<file path="src/rtl/ctrl_pipe_pkg.sv">
// Control-word layout and default per-stage keep masks shared by the pipeline control chain.
package ctrl_pipe_pkg;

    localparam int CTRL_W = 13;

    localparam int OPC_LSB = 0;
    localparam int OPC_MSB = 3;
    localparam int AM      = 4;
    localparam int S_EN    = 5;
    localparam int LOAD    = 6;
    localparam int RF_EN   = 7;
    localparam int SIZE    = 8;
    localparam int RW_EN   = 9;
    localparam int MEM_EN  = 10;
    localparam int BL      = 11;
    localparam int B       = 12;

    localparam logic [CTRL_W-1:0] ID_EX_MASK  = 13'h1FFF;
    localparam logic [CTRL_W-1:0] EX_MEM_MASK = 13'h07C0;
    localparam logic [CTRL_W-1:0] MEM_WB_MASK = 13'h0080;

endpackage

</file>
<file path="src/rtl/ctrl_stage_reg.sv">
// One pipeline control register: masks the incoming word, zeroes it when killed, async reset.
// Latency 1 cycle; never stalls, a kill simply loads a bubble.
module ctrl_stage_reg #(
    parameter int          W    = 13,
    parameter logic [W-1:0] MASK = '1
) (
    input  logic         clk,
    input  logic         rst,
    input  logic [W-1:0] ctrl_i,
    input  logic         kill_i,
    output logic [W-1:0] ctrl_o,
    output logic         valid_o
);

    logic [W-1:0] ctrl_q, ctrl_d;
    logic         valid_q, valid_d;

    always_comb begin
        ctrl_d  = kill_i ? '0 : (ctrl_i & MASK);
        valid_d = ~kill_i;
    end

    always_ff @(posedge clk or posedge rst) begin
        if (rst) begin
            ctrl_q  <= '0;
            valid_q <= 1'b0;
        end else begin
            ctrl_q  <= ctrl_d;
            valid_q <= valid_d;
        end
    end

    assign ctrl_o  = ctrl_q;
    assign valid_o = valid_q;

endmodule

</file>
<file path="src/rtl/ctrl_pipe_chain.sv">
// Carries decoded control words ID/EX -> EX/MEM -> MEM/WB with bubbles, flush, load enables and event counters.
// Slice k holds a word k+1 cycles after capture; stall/flush act only at the stage-0 boundary.
module ctrl_pipe_chain
    import ctrl_pipe_pkg::*;
#(
    parameter int                           CTRL_W    = ctrl_pipe_pkg::CTRL_W,
    parameter int                           STAGES    = 3,
    parameter logic [STAGES*CTRL_W-1:0]     KEEP_MASK = {MEM_WB_MASK, EX_MEM_MASK, ID_EX_MASK},
    parameter int                           CNT_W     = 8
) (
    input  logic                     clk,
    input  logic                     R,
    input  logic [CTRL_W-1:0]        id_ctrl,
    input  logic                     id_valid,
    input  logic                     hazard_stall,
    input  logic                     branch_flush,
    input  logic                     cnt_clr,
    output logic [STAGES*CTRL_W-1:0] stage_ctrl,
    output logic [STAGES-1:0]        stage_valid,
    output logic                     pc_le,
    output logic                     if_id_le,
    output logic                     if_id_clr,
    output logic [CNT_W-1:0]         stall_cnt,
    output logic [CNT_W-1:0]         flush_cnt
);

    localparam logic [CNT_W-1:0] CNT_MAX = '1;

    logic [CTRL_W-1:0] ctrl_in [STAGES];
    logic              kill_v  [STAGES];

    genvar k;
    generate
        for (k = 0; k < STAGES; k++) begin : g_stage
            if (k == 0) begin : g_head
                assign ctrl_in[k] = id_ctrl;
                assign kill_v[k]  = hazard_stall | branch_flush | ~id_valid;
            end else begin : g_tail
                // An invalid upstream stage is propagated as a bubble, keeping ctrl zero when valid is zero.
                assign ctrl_in[k] = stage_ctrl[(k-1)*CTRL_W +: CTRL_W];
                assign kill_v[k]  = ~stage_valid[k-1];
            end

            ctrl_stage_reg #(
                .W    (CTRL_W),
                .MASK (KEEP_MASK[k*CTRL_W +: CTRL_W])
            ) u_stage (
                .clk     (clk),
                .rst     (R),
                .ctrl_i  (ctrl_in[k]),
                .kill_i  (kill_v[k]),
                .ctrl_o  (stage_ctrl[k*CTRL_W +: CTRL_W]),
                .valid_o (stage_valid[k])
            );
        end
    endgenerate

    // A flush redirects fetch, so it overrides a simultaneous load-use hold.
    assign pc_le     = ~R & (~hazard_stall | branch_flush);
    assign if_id_le  = ~R & (~hazard_stall | branch_flush);
    assign if_id_clr = ~R & branch_flush;

    logic [CNT_W-1:0] stall_cnt_q, stall_cnt_d;
    logic [CNT_W-1:0] flush_cnt_q, flush_cnt_d;
    logic             stall_inc, flush_inc;

    assign stall_inc = hazard_stall & ~branch_flush;
    assign flush_inc = branch_flush;

    always_comb begin
        stall_cnt_d = stall_cnt_q;
        flush_cnt_d = flush_cnt_q;
        if (cnt_clr) begin
            stall_cnt_d = '0;
            flush_cnt_d = '0;
        end else begin
            if (stall_inc && (stall_cnt_q != CNT_MAX)) stall_cnt_d = stall_cnt_q + 1'b1;
            if (flush_inc && (flush_cnt_q != CNT_MAX)) flush_cnt_d = flush_cnt_q + 1'b1;
        end
    end

    always_ff @(posedge clk or posedge R) begin
        if (R) begin
            stall_cnt_q <= '0;
            flush_cnt_q <= '0;
        end else begin
            stall_cnt_q <= stall_cnt_d;
            flush_cnt_q <= flush_cnt_d;
        end
    end

    assign stall_cnt = stall_cnt_q;
    assign flush_cnt = flush_cnt_q;

endmodule
</file>
<file path="config.mk">
export PLATFORM = sky130hd
export DESIGN_NAME = ctrl_pipe_chain
export DESIGN_NICKNAME = d
export VERILOG_FILES = /design/src/rtl/ctrl_pipe_pkg.sv /design/src/rtl/ctrl_stage_reg.sv /design/src/rtl/ctrl_pipe_chain.sv
export SDC_FILE = /design/constraint.sdc
export NUM_CORES = 1
export LEC_CHECK = 0
export ABC_CLOCK_PERIOD_IN_PS = 1990
export CORE_MARGIN = 2
export CORE_UTILIZATION = 42
export CTS_CLUSTER_SIZE = 25
export DETAILED_ROUTE_END_ITERATION = 7
export PLACE_DENSITY = 0.79
export SETUP_SLACK_MARGIN = 0.4
export SLEW_MARGIN = 20
export SYNTH_ARGS = -nofsm -noshare
export SYNTH_HDL_FRONTEND = slang
export SYNTH_SLANG_ARGS = --single-unit
</file>
<file path="constraint.sdc">
create_clock -name clk -period 1.99 [get_ports clk]
set_input_delay 0.597 -clock clk [delete_from_list [all_inputs] [get_ports clk]]
set_output_delay 0.597 -clock clk [all_outputs]
set_load 0.02 [all_outputs]
</file>
==> key figures, run 1 <==
Placed design
  – Post-DP HPWL: 2800 um
  – Placed Area: 2540 sq um
  – Setup WS pre-CTS: -0.6485 ns
  – Port bufs: 59
  – Final GP Congestion: 0.8984

Clock tree
  – Worst-path clk slew: about 0.080 ns
  – Post-CTS Hold Buffers: 0
  – Root buf cell: clkbuf_8
  – Clk_lat worst skew: 0.29 ns
  – H-Tree Depth: 2
  – CTS sink count: 38
  – CTS tree: built
  – Inserted Clock Buffers: 5
  – Max clock buf depth: 2

Synthesis
  – Post-synthesis sequential area ratio: 0.5060
  – Netlist cell types: 40
  – Syn Area/Cell: between 10 and 15 sq um
  – Cells after Synth: 171
  – FF+latch count, synth: 38
  – Yosys warnings: 0
  – Mapped Area: 1879 sq um

Power and ir drop
  – LEAKAGE: about 0.0013 uW
  – Total power: 1687 uW
  – Peak supply drop: 0.5699 mV
  – PD cells: 627.3 nW/um^2

Final layout
  – Final #Nets: 276
  – Synthesis-to-finish area growth: 43.08%
  – Layout cells sized above 1: 0.3359
  – Commonest cells after routing, fill and taps aside: dfrtp_1 (32), buf_4 (29), conb_1 (20), and2_1 (19)
  – Fin area: about 2700 sq um
  – Diode count: 0
  – Most common cell after layout, fill and taps aside: dfrtp_1

Worst setup path
  – Worst Path Required: 1.39 ns
  – CP Capture Type: output pin
  – FF-to-FF setup slack: 0.45 ns
  – Worst EP arrival: 1.14 ns
  – CP startpoint kind: input port
  – Worst-path fanout max: 3
  – Crit path kind: input port to output pin

Die
  – Starting density of the core: 0.4346
  – I/O pin count: 80
  – Die Width: 70.89 um
  – Full die area: 5025 sq um
  – Core region area: around 4300 sq um
  – Row Count: 24
  – Die Height: 70.89 um

Route
  – DR vias: 1504
  – DRC: 0
  – Post-route ant nets: 0
  – Routed WL: ~4000 um
  – Pre-antenna DRT Iters: 4
  – Vias per cell: around 4.9
  – First DRT Iteration DRCs: 129
  – Drt wl/cell: 12.93 um

GRT
  – Gr usage total: 0.1590
  – Gr ovfl total: 0
  – First-pass GRT wire length: 6230 um
  – Largest net degree at the start of global routing: 39
  – Initial antenna violation count: 0
  – Number of global-route vias before repair: 1369

Timing
  – Final Hold Violating Endpoints: 0
  – Max-slew violation count: 0
  – Final worst-path cycle share: 0.8744
  – Skew final: 0.006786 ns
  – Setup slack after layout: 0.2500 ns
  – Relative slew slack: 0.6623
  – RSZ-0062 raised after global routing: true
  – Fin crit period: 1.740 ns
  – # setup viols final: 0
  – F_max: 0.5747 GHz
  – Worst Tran Pin Value: 0.5058 ns

Status
  – Outcome: completed

Hold path
  – HP Class: input port to async pin

Job
  – Max Cap Viol: 0
-- registers in the layout, summed over array words and instances, names as in the netlist --
| name | count |
|---|---|
| g_stage.u_stage.ctrl_o | 19 |
| flush_cnt | 8 |
| stall_cnt | 8 |
| g_stage.u_stage.valid_o | 3 |
-- critical path, stage by stage --
cell	delay (ns)
buf_8	0.08
and2b_2	0.23
nor2_4	0.11
buf_6	0.13
-- metal layers --
metal  up-vias  GRT usage  wire length (um)  share of wire
li1        720          -                 -              -
met1       712     0.1899              1582           0.40
met3         7    0.06410               350          0.088
met4         0    0.05660                61          0.015
met5         -          0                 0              0
met2        65     0.2606              1988           0.50
-- final cells by class --
class,instances,area [sq um]
repair buffers,90,764.5
fillers,359,1635
flip-flops and latches,38,958.4
multi-input cells,115,765.7
clock inverters,3,45.04
clock buffers,5,68.82
well taps,52,65.06
inverters,5,21.27
-- final timing paths --
check                                            from                          to  cells after the start
max                                      branch_flush                       pc_le                      4
min                                                 R                stall_cnt[2]                      3
max reg2reg                              flush_cnt[1]                flush_cnt[0]                      4
min reg2reg                g_stage[1].u_stage.valid_o  g_stage[2].u_stage.valid_o                      0
max in group asynchronous                           R                flush_cnt[0]                      3
min in group clk           g_stage[1].u_stage.valid_o  g_stage[2].u_stage.valid_o                      0
-- where the power goes --
group	total [uW]	internal, uW	switching [uW]
sequential	800	788	11.7
clock	657	373	284
combinational	230	103	126
-- synth_stat cells (all sizes together) --
library cell   n  area share
and4           3       0.014
and2b          1      0.0040
a21oi          2      0.0053
or3            2      0.0067
mux2i          2       0.011
nand4          2       0.015
nor2           5       0.010
nor2b          3       0.010
and3           3       0.010
clkbuf         2      0.0040
and2          19       0.063
a21boi         1      0.0060
nand2          3      0.0073
a211oi         6       0.024
buf           30        0.12
inv            5       0.010
dfrtp         38        0.51
conb           1      0.0020
o21ai          1      0.0027
nor4           4       0.013
a311oi         2      0.0093
nor3           5       0.013
nor4b          2      0.0093
nand4b         1      0.0047
nand3          2      0.0053
a31oi          6       0.020
mux2           2       0.014
ha             2       0.013
nand3b         1      0.0040
a41oi          4       0.023
nor3b          1      0.0040
o21bai         1      0.0040
nand2b         8       0.027
and4b          1      0.0053
-- through the flow --
stage	hold slack, ns	utilization	instances	setup TNS, ns
final	0.3887	0.6218	308	0
after global routing	0.4122	0.6218	308	0
after CTS	0.3978	0.6230	303	0
after detailed placement	0.3839	0.5874	287	-2.399
after global placement	0.3823	0.5874	287	-2.325
after floorplan	0.3679	-	190	0
-- logic make-up (layout without fill, tap and decap cells) --
family	count (synthesis)	after routing	synth area share
and+or+nand+nor	66	66	0.2257
DFF	38	38	0.5060
buffers and inverters	37	103	0.1345
AOI/OAI and AO/OA	23	23	0.09388
muxes	4	4	0.02463
adders and majority gates	2	2	0.01331
other	1	20	0.001995
-- repair_timing --
| action | CTS | global route |
|---|---|---|
| endpoints found under the setup margin | 55 | 36 |
| pin swaps | 2 | 2 |
| buffers inserted | 8 | 5 |
| resized for setup | 119 | 30 |
No activity file was read; power rests on OpenSTA's default activity.
==> run 2: changes to the inputs <==
HOLD_SLACK_MARGIN = 0.02   (was not set)
==> results of run 2 <==
Same layout as run 1: the final DEF is identical, and so are final timing and power.
